[src/rtl/stopwatch_ctrl.sv]
// stopwatch_ctrl: two-key stopwatch counting elapsed seconds 00..99 in BCD
//   clk      in   single clock, all logic on posedge
//   rst      in   synchronous active-high reset
//   key_ss   in   raw start/stop button (async, active-high)
//   key_clr  in   raw clear button (async, active-high)
//   data     out  elapsed seconds, [7:4] tens / [3:0] ones BCD
//   running  out  high while in RUN
//   wrap     out  one-cycle pulse on 99 -> 00 rollover
module stopwatch_ctrl #(
  parameter int TICK_DIV     = 40_000_000,
  parameter int DEBOUNCE_CYC = 400_000
) (
  input  logic       clk,
  input  logic       rst,
  input  logic       key_ss,
  input  logic       key_clr,
  output logic [7:0] data,
  output logic       running,
  output logic       wrap
);
  localparam int PW = $clog2(TICK_DIV);
  localparam int DW = $clog2(DEBOUNCE_CYC);
  localparam logic [1:0] IDLE  = 2'd0;
  localparam logic [1:0] RUN   = 2'd1;
  localparam logic [1:0] PAUSE = 2'd2;
  logic [1:0] key, press;
  assign key = {key_clr, key_ss};
  for (genvar g = 0; g < 2; g++) begin : g_key
    logic s1_q, s2_q, acc_q, acc_p_q;
    logic [DW-1:0] cnt_q;
    // counter only runs while the synchronized level disagrees with the accepted one,
    // so any return to the accepted level (a bounce) clears it
    always_ff @(posedge clk) begin
      if (rst) begin
        s1_q    <= 1'b0;
        s2_q    <= 1'b0;
        acc_q   <= 1'b0;
        acc_p_q <= 1'b0;
        cnt_q   <= '0;
      end else begin
        s1_q    <= key[g];
        s2_q    <= s1_q;
        acc_p_q <= acc_q;
        if (s2_q == acc_q) cnt_q <= '0;
        else if (cnt_q == DW'(DEBOUNCE_CYC - 1)) begin
          acc_q <= s2_q;
          cnt_q <= '0;
        end else cnt_q <= cnt_q + 1'b1;
      end
    end
    assign press[g] = acc_q & ~acc_p_q;
  end
  logic          ss_p, clr_p, tick;
  logic [1:0]    state_q, state_d;
  logic [PW-1:0] pre_q, pre_d;
  logic [7:0]    data_q, data_d, inc;
  logic          running_q, wrap_q;
  assign ss_p  = press[0];
  assign clr_p = press[1];
  assign tick  = state_q == RUN && pre_q == PW'(TICK_DIV - 1);
  always_comb begin
    inc[3:0] = data_q[3:0] == 4'd9 ? 4'd0 : data_q[3:0] + 4'd1;
    inc[7:4] = data_q[3:0] != 4'd9 ? data_q[7:4] : data_q[7:4] == 4'd9 ? 4'd0 : data_q[7:4] + 4'd1;
    state_d  = clr_p ? IDLE : ss_p ? (state_q == RUN ? PAUSE : RUN) : state_q;
    pre_d    = (clr_p || tick || state_q == IDLE) ? '0 : state_q == RUN ? pre_q + 1'b1 : pre_q;
    data_d   = clr_p ? 8'h00 : tick ? inc : data_q;
  end
  always_ff @(posedge clk) begin
    if (rst) begin
      state_q   <= IDLE;
      pre_q     <= '0;
      data_q    <= 8'h00;
      running_q <= 1'b0;
      wrap_q    <= 1'b0;
    end else begin
      state_q   <= state_d;
      pre_q     <= pre_d;
      data_q    <= data_d;
      running_q <= state_d == RUN;
      wrap_q    <= !clr_p && tick && data_q == 8'h99;
    end
  end
  assign data    = data_q;
  assign running = running_q;
  assign wrap    = wrap_q;
endmodule

[config.mk]
export PLATFORM = sky130hd
export DESIGN_NAME = stopwatch_ctrl
export DESIGN_NICKNAME = d
export VERILOG_FILES = /design/src/rtl/stopwatch_ctrl.sv
export SDC_FILE = /design/constraint.sdc
export NUM_CORES = 1
export LEC_CHECK = 0
export CORE_ASPECT_RATIO = 0.8
export CORE_MARGIN = 2
export CORE_UTILIZATION = 25
export DETAILED_ROUTE_END_ITERATION = 16
export DONT_BUFFER_PORTS = 1
export MAX_ROUTING_LAYER = met4
export PLACE_DENSITY = 0.48
export SYNTH_ARGS = -nofsm -noshare
export SYNTH_HDL_FRONTEND = slang
export SYNTH_SLANG_ARGS = --single-unit
[constraint.sdc]
create_clock -name clk -period 2.3 [get_ports clk]
set_input_delay 0 -clock clk [delete_from_list [all_inputs] [get_ports clk]]
set_output_delay 0 -clock clk [all_outputs]
set_load 0.005 [all_outputs]
-- After elaboration in Yosys (flattened, before gate mapping)
Index checks and enable logic that the tools add are counted.
- add/sub/neg operators: 5
- eq/ne operators: 11
- muxes and demuxes: 5
- bitwise gates (word level): 7
- reduce and logical (&&, ||, !) cells: 14
- operator list (cell ; number):
    19-bit by 1-bit adder with 19-bit output (second input constant) ; 2
    19-bit equality test (second input constant) ; 2
    26-bit by 1-bit adder with 26-bit output (second input constant) ; 1
    26-bit equality test (second input constant) ; 1
    4-bit by 1-bit adder with 4-bit output (second input constant) ; 2
    4-bit equality test (second input constant) ; 2
    8-bit equality test (second input constant) ; 1
    4-bit two-way mux ; 2
    2-bit two-way mux ; 3
    2-bit AND reduction ; 3
    3-bit OR reduction ; 2
    1-bit NOT ; 5
    2-bit by 1-bit equality test with 1-bit output (second input constant) ; 2
    4-bit inequality test (second input constant) ; 1
    2-bit OR reduction ; 2
    1-bit logical AND ; 3
    1-bit AND ; 2
    1-bit equality test ; 2
    2-bit logical NOT ; 1
    1-bit logical OR ; 2
    1-bit logical NOT ; 1
- register bits after elaboration: 84
- input port bits: 4
- output and inout bits: 10

-- Depth between registers and ports, before layout
- word-level depth: 5
- depth in mapped cells: 8
- depth with buffers taken out: 6

-- Worst setup path before layout
Ideal clock, no wire load.
- kind: register to register
- from: register pre_q[20]
- to: register data_q[3] (netlist: data[3])
- setup time: 0.077 ns
- data arrival time: 1.948 ns
- setup slack: 0.275 ns
- cell stages (with the launch flop): 6
- period minus slack after synthesis: 2.025 ns
- cell sequence: dfxtp_1 or4b_4 nor4_4 nand3_2 or3_1 a41oi_2
- cells in the longest elaborated chain, start to end: 2
- RTL lines (element ; RTL line ; RTL):
    start: declaration ; 55 ; logic [PW-1:0] pre_q, pre_d;
    start signal: assignment ; 77 ; pre_q <= pre_d;
    26-bit equality test ; 60 ; assign tick = state_q == RUN && pre_q == PW'(TICK_DIV - 1);
    1-bit logical AND ; 60 ;
    end signal: assignment ; 78 ; data_q <= data_d;
    end: declaration ; 56 ; logic [7:0] data_q, data_d, inc;
Every way passes these cells.
A chain may end at the register's enable or synchronous reset.

-- Worst setup path in the final report
- from: register pre_q[16]
- to: register data_q[3] (netlist: data[3])
Same word-level chain as after synthesis.

==> results.py <==
metrics = {
    "outcome": {
        "status": "completed",
    },
    "floorplan": {
        "die_x_um": 139,
        "dieArea_sq_mm": 0.0156,
        "dieHeight_um": 112,
        "core_sq_mm": 0.0143,
        "io_pins": 14,
        "num_rows": 39,
        "initial_utilization_pct": 25.6,
    },
    "place": {
        "dp_cells": 599,
        "port_buffers": 0,
        "gp_congestion": 0.809,
        "hpwl_mm": 4.72,
    },
    "timing": {
        "tightest_slew_ns": 0.632,
        "slew_violations": 0,
        "timing.setup.tns_ns": 0,
        "rsz0062_at_grt": "false",
        "min_period_ns": 2.19,
        "skew_ns": 0.00543,
        "setup_viol": 0,
        "min_period_over_period_pct": 95.0,
        "max_freq_mhz": 458,
        "hold_viol": 0,
        "slew_headroom_pct": 57.8,
    },
    "worst_setup_path": {
        "crit_fanout": 5,
        "path_class": "register to register",
        "worstPathArrival_ns": 2.45,
        "crit_required_ns": 2.56,
        "cp-end-kind": "register",
        "critPathLaunchType": "register",
    },
    "yosys": {
        "synth_ff_type": "dfxtp_1",
        "synth_edf_count": 0,
        "async_flop_share_pct": 0,
        "ys_seq_area_share_pct": 45.9,
        "syn_inst": 417,
        "synth_area_leader_cell": "dfxtp_1",
        "synth.area.top_cells": "dfxtp_1 (46%), nor2_1 (8.4%), xnor2_1 (7.9%)",
        "synth.avg_cell_area_sq_um": 8.78,
        "yosysWarnings": 0,
        "synth.top_cell.area_share_pct": 45.9,
        "ys_types": 38,
        "synthesis.area_sq_mm": 0.00366,
        "synth_fp_nets": 424,
        "synth-seq-cells": 84,
    },
    "drt": {
        "drt-total-wl_mm": 6.80,
        "top_layer": "met4",
        "wl_per_cell_um": 11.0,
        "vias": 2764,
        "first_iter_violations": 115,
        "drc": 0,
        "ant_nets": 0,
        "drtPass1Iterations": 4,
        "wl_met2_mm": 2.93,
        "wl_met3_um": 283,
        "wl_met1_mm": 3.50,
        "via_per_inst": 4.47,
    },
    "cells_and_area": {
        "layout_commonest_cell": "dfxtp_1",
        "synthToLayoutAreaGrowth_pct": 17.7,
        "final_cell_mix": "dfxtp_1 (84), nor2_1 (82), xnor2_1 (33)",
        "num-fill-cells": 1484,
        "register_area_sq_mm": 0.00168,
        "stdcell_count": 618,
        "fin_nets": 436,
        "multi_input_area_sq_mm": 0.00189,
        "drive_gt1_share_pct": 7.60,
        "antenna_cells": 0,
    },
    "clocking": {
        "cts-buffers-inserted": 9,
        "h-tree-depth": 3,
        "clock_sinks": 84,
        "ctsRootBufferMaster": "clkbuf_16",
        "cts_tree": "built",
        "clk_pin_slew_worst_paths_ns": 0.06,
        "clockBufferDepth": 2,
        "clkLatencyLatePin_ns": 0.34,
        "postCtsSetupRepairBufs": 0,
    },
    "grt": {
        "grt_pass1_vias": 2626,
        "antenna_found_initial": 0,
        "grt_pass1_wl_mm": 12.1,
        "grt.total_usage_pct": 9.70,
        "overflow": 0,
        "grt_start_max_net_pins": 21,
    },
    "run": {
        "cap_violations": 0,
    },
    "power": {
        "p_per_area_mw_per_mm2": 734,
        "ir_drop_uv": 341,
        "power.leakage_nw": 1.39,
    },
    "worst_hold_path": {
        "hold_path.class": "input pin to register",
    },
}
==> cells in the mapped netlist, types with 2 or more instances <==
library cell	number
dfxtp_1	84
nor2_1	82
xnor2_1	33
nand2_1	27
nand3_1	26
xor2_1	26
and3_1	13
inv_1	13
nand4_1	13
nor3_1	10
nand2b_1	9
clkbuf_1	8
a21oi_1	7
nor2b_1	7
nor4_1	6
or3_1	6
mux2i_1	5
and4_1	4
nor4b_1	4
a31oi_1	3
buf_2	3
ha_1	3
nand3b_1	3
o21ai_0	3
a311oi_1	2
nand3_2	2
nand4b_1	2
or4_1	2
or4b_4	2
==> path summary, 6_finish.rpt <==
check / start / end / slack, ns / cells past startpoint
max: pre_q[16] / data[3] / 0.11 / 5
min: rst / data[6] / 0.06 / 3
max reg2reg: pre_q[16] / data[3] / 0.11 / 5
min reg2reg: g_key[0].s1_q / g_key[0].s2_q / 0.44 / 1
==> routing by layer <==
layer / vias up / global-route usage, %
li1: 1436 / -
met1: 1285 / 12.2
met2: 35 / 14.3
met3: 8 / 3.54
met4: 0 / 3.64
met5: - / -
==> final cells by class <==
| type | count | area share (%) |
|---|---|---|
| clock buffer | 12 | 5.95 |
| inverter | 13 | 1.13 |
| timing repair buffer | 12 | 2.56 |
| sequential | 84 | 39.0 |
| tap | 184 | 5.34 |
| clock inverter | 4 | 2.21 |
| multi-input combinational | 309 | 43.8 |
==> worst max-delay path: stages, from the launching register on <==
cell,delay [ns]
dfxtp_1,0.35
or4b_4,0.56
nor4_4,0.44
nand3_2,0.18
or3_1,0.39
a41oi_2,0.20
==> report_power, final <==
part / internal [mW] / total [mW] / switching (mW)
clock: 1.12 / 1.67 / 0.557
combinational: 0.0100 / 0.0240 / 0.0140
sequential: 1.46 / 1.46 / 0.00209
total: 2.59 / 3.16 / 0.573
==> logic make-up (layout without fill, tap and decap cells) <==
kind of cell	after synthesis	in the layout	share of synthesized area, %
buf+inv	24	41	2.56
simple gates	224	224	31.8
fa+ha+maj	3	3	1.03
flops	84	84	45.9
compound gates	18	18	3.21
xor+xnor	59	59	14.1
mux	5	5	1.37
==> state kept, by name, summed over array words and instances, names as in the netlist <==
name	flops
state_q	2
wrap	1
g_key.acc_q	2
g_key.acc_p_q	2
g_key.s1_q	2
running	1
data	8
g_key.s2_q	2
pre_q	26
g_key.cnt_q	38
==> stage by stage <==
step | hold WS (ns) | worst slack, ns | utilization (%) | power [mW] | instance area [sq um]
finish | 0.0607 | 0.114 | 30.1 | 3.16 | 4310
CTS | 0.0449 | 0.108 | 30.1 | 3.21 | 4310
floorplan | 0.128 | 0.275 | - | 1.51 | 3660
global placement | 0.0755 | 0.161 | 27.5 | 1.51 | 3930
global route | 0.0610 | 0.0119 | 30.1 | 3.27 | 4310
detailed placement | 0.0779 | 0.132 | 27.5 | 1.51 | 3930
==> what timing repair did <==
action | in CTS | in global routing
hold endpoints to repair | 14 | 0
gates resized for setup | 0 | 0
hold buffers | 3 | 0
Power figures use the tool's default switching activity.
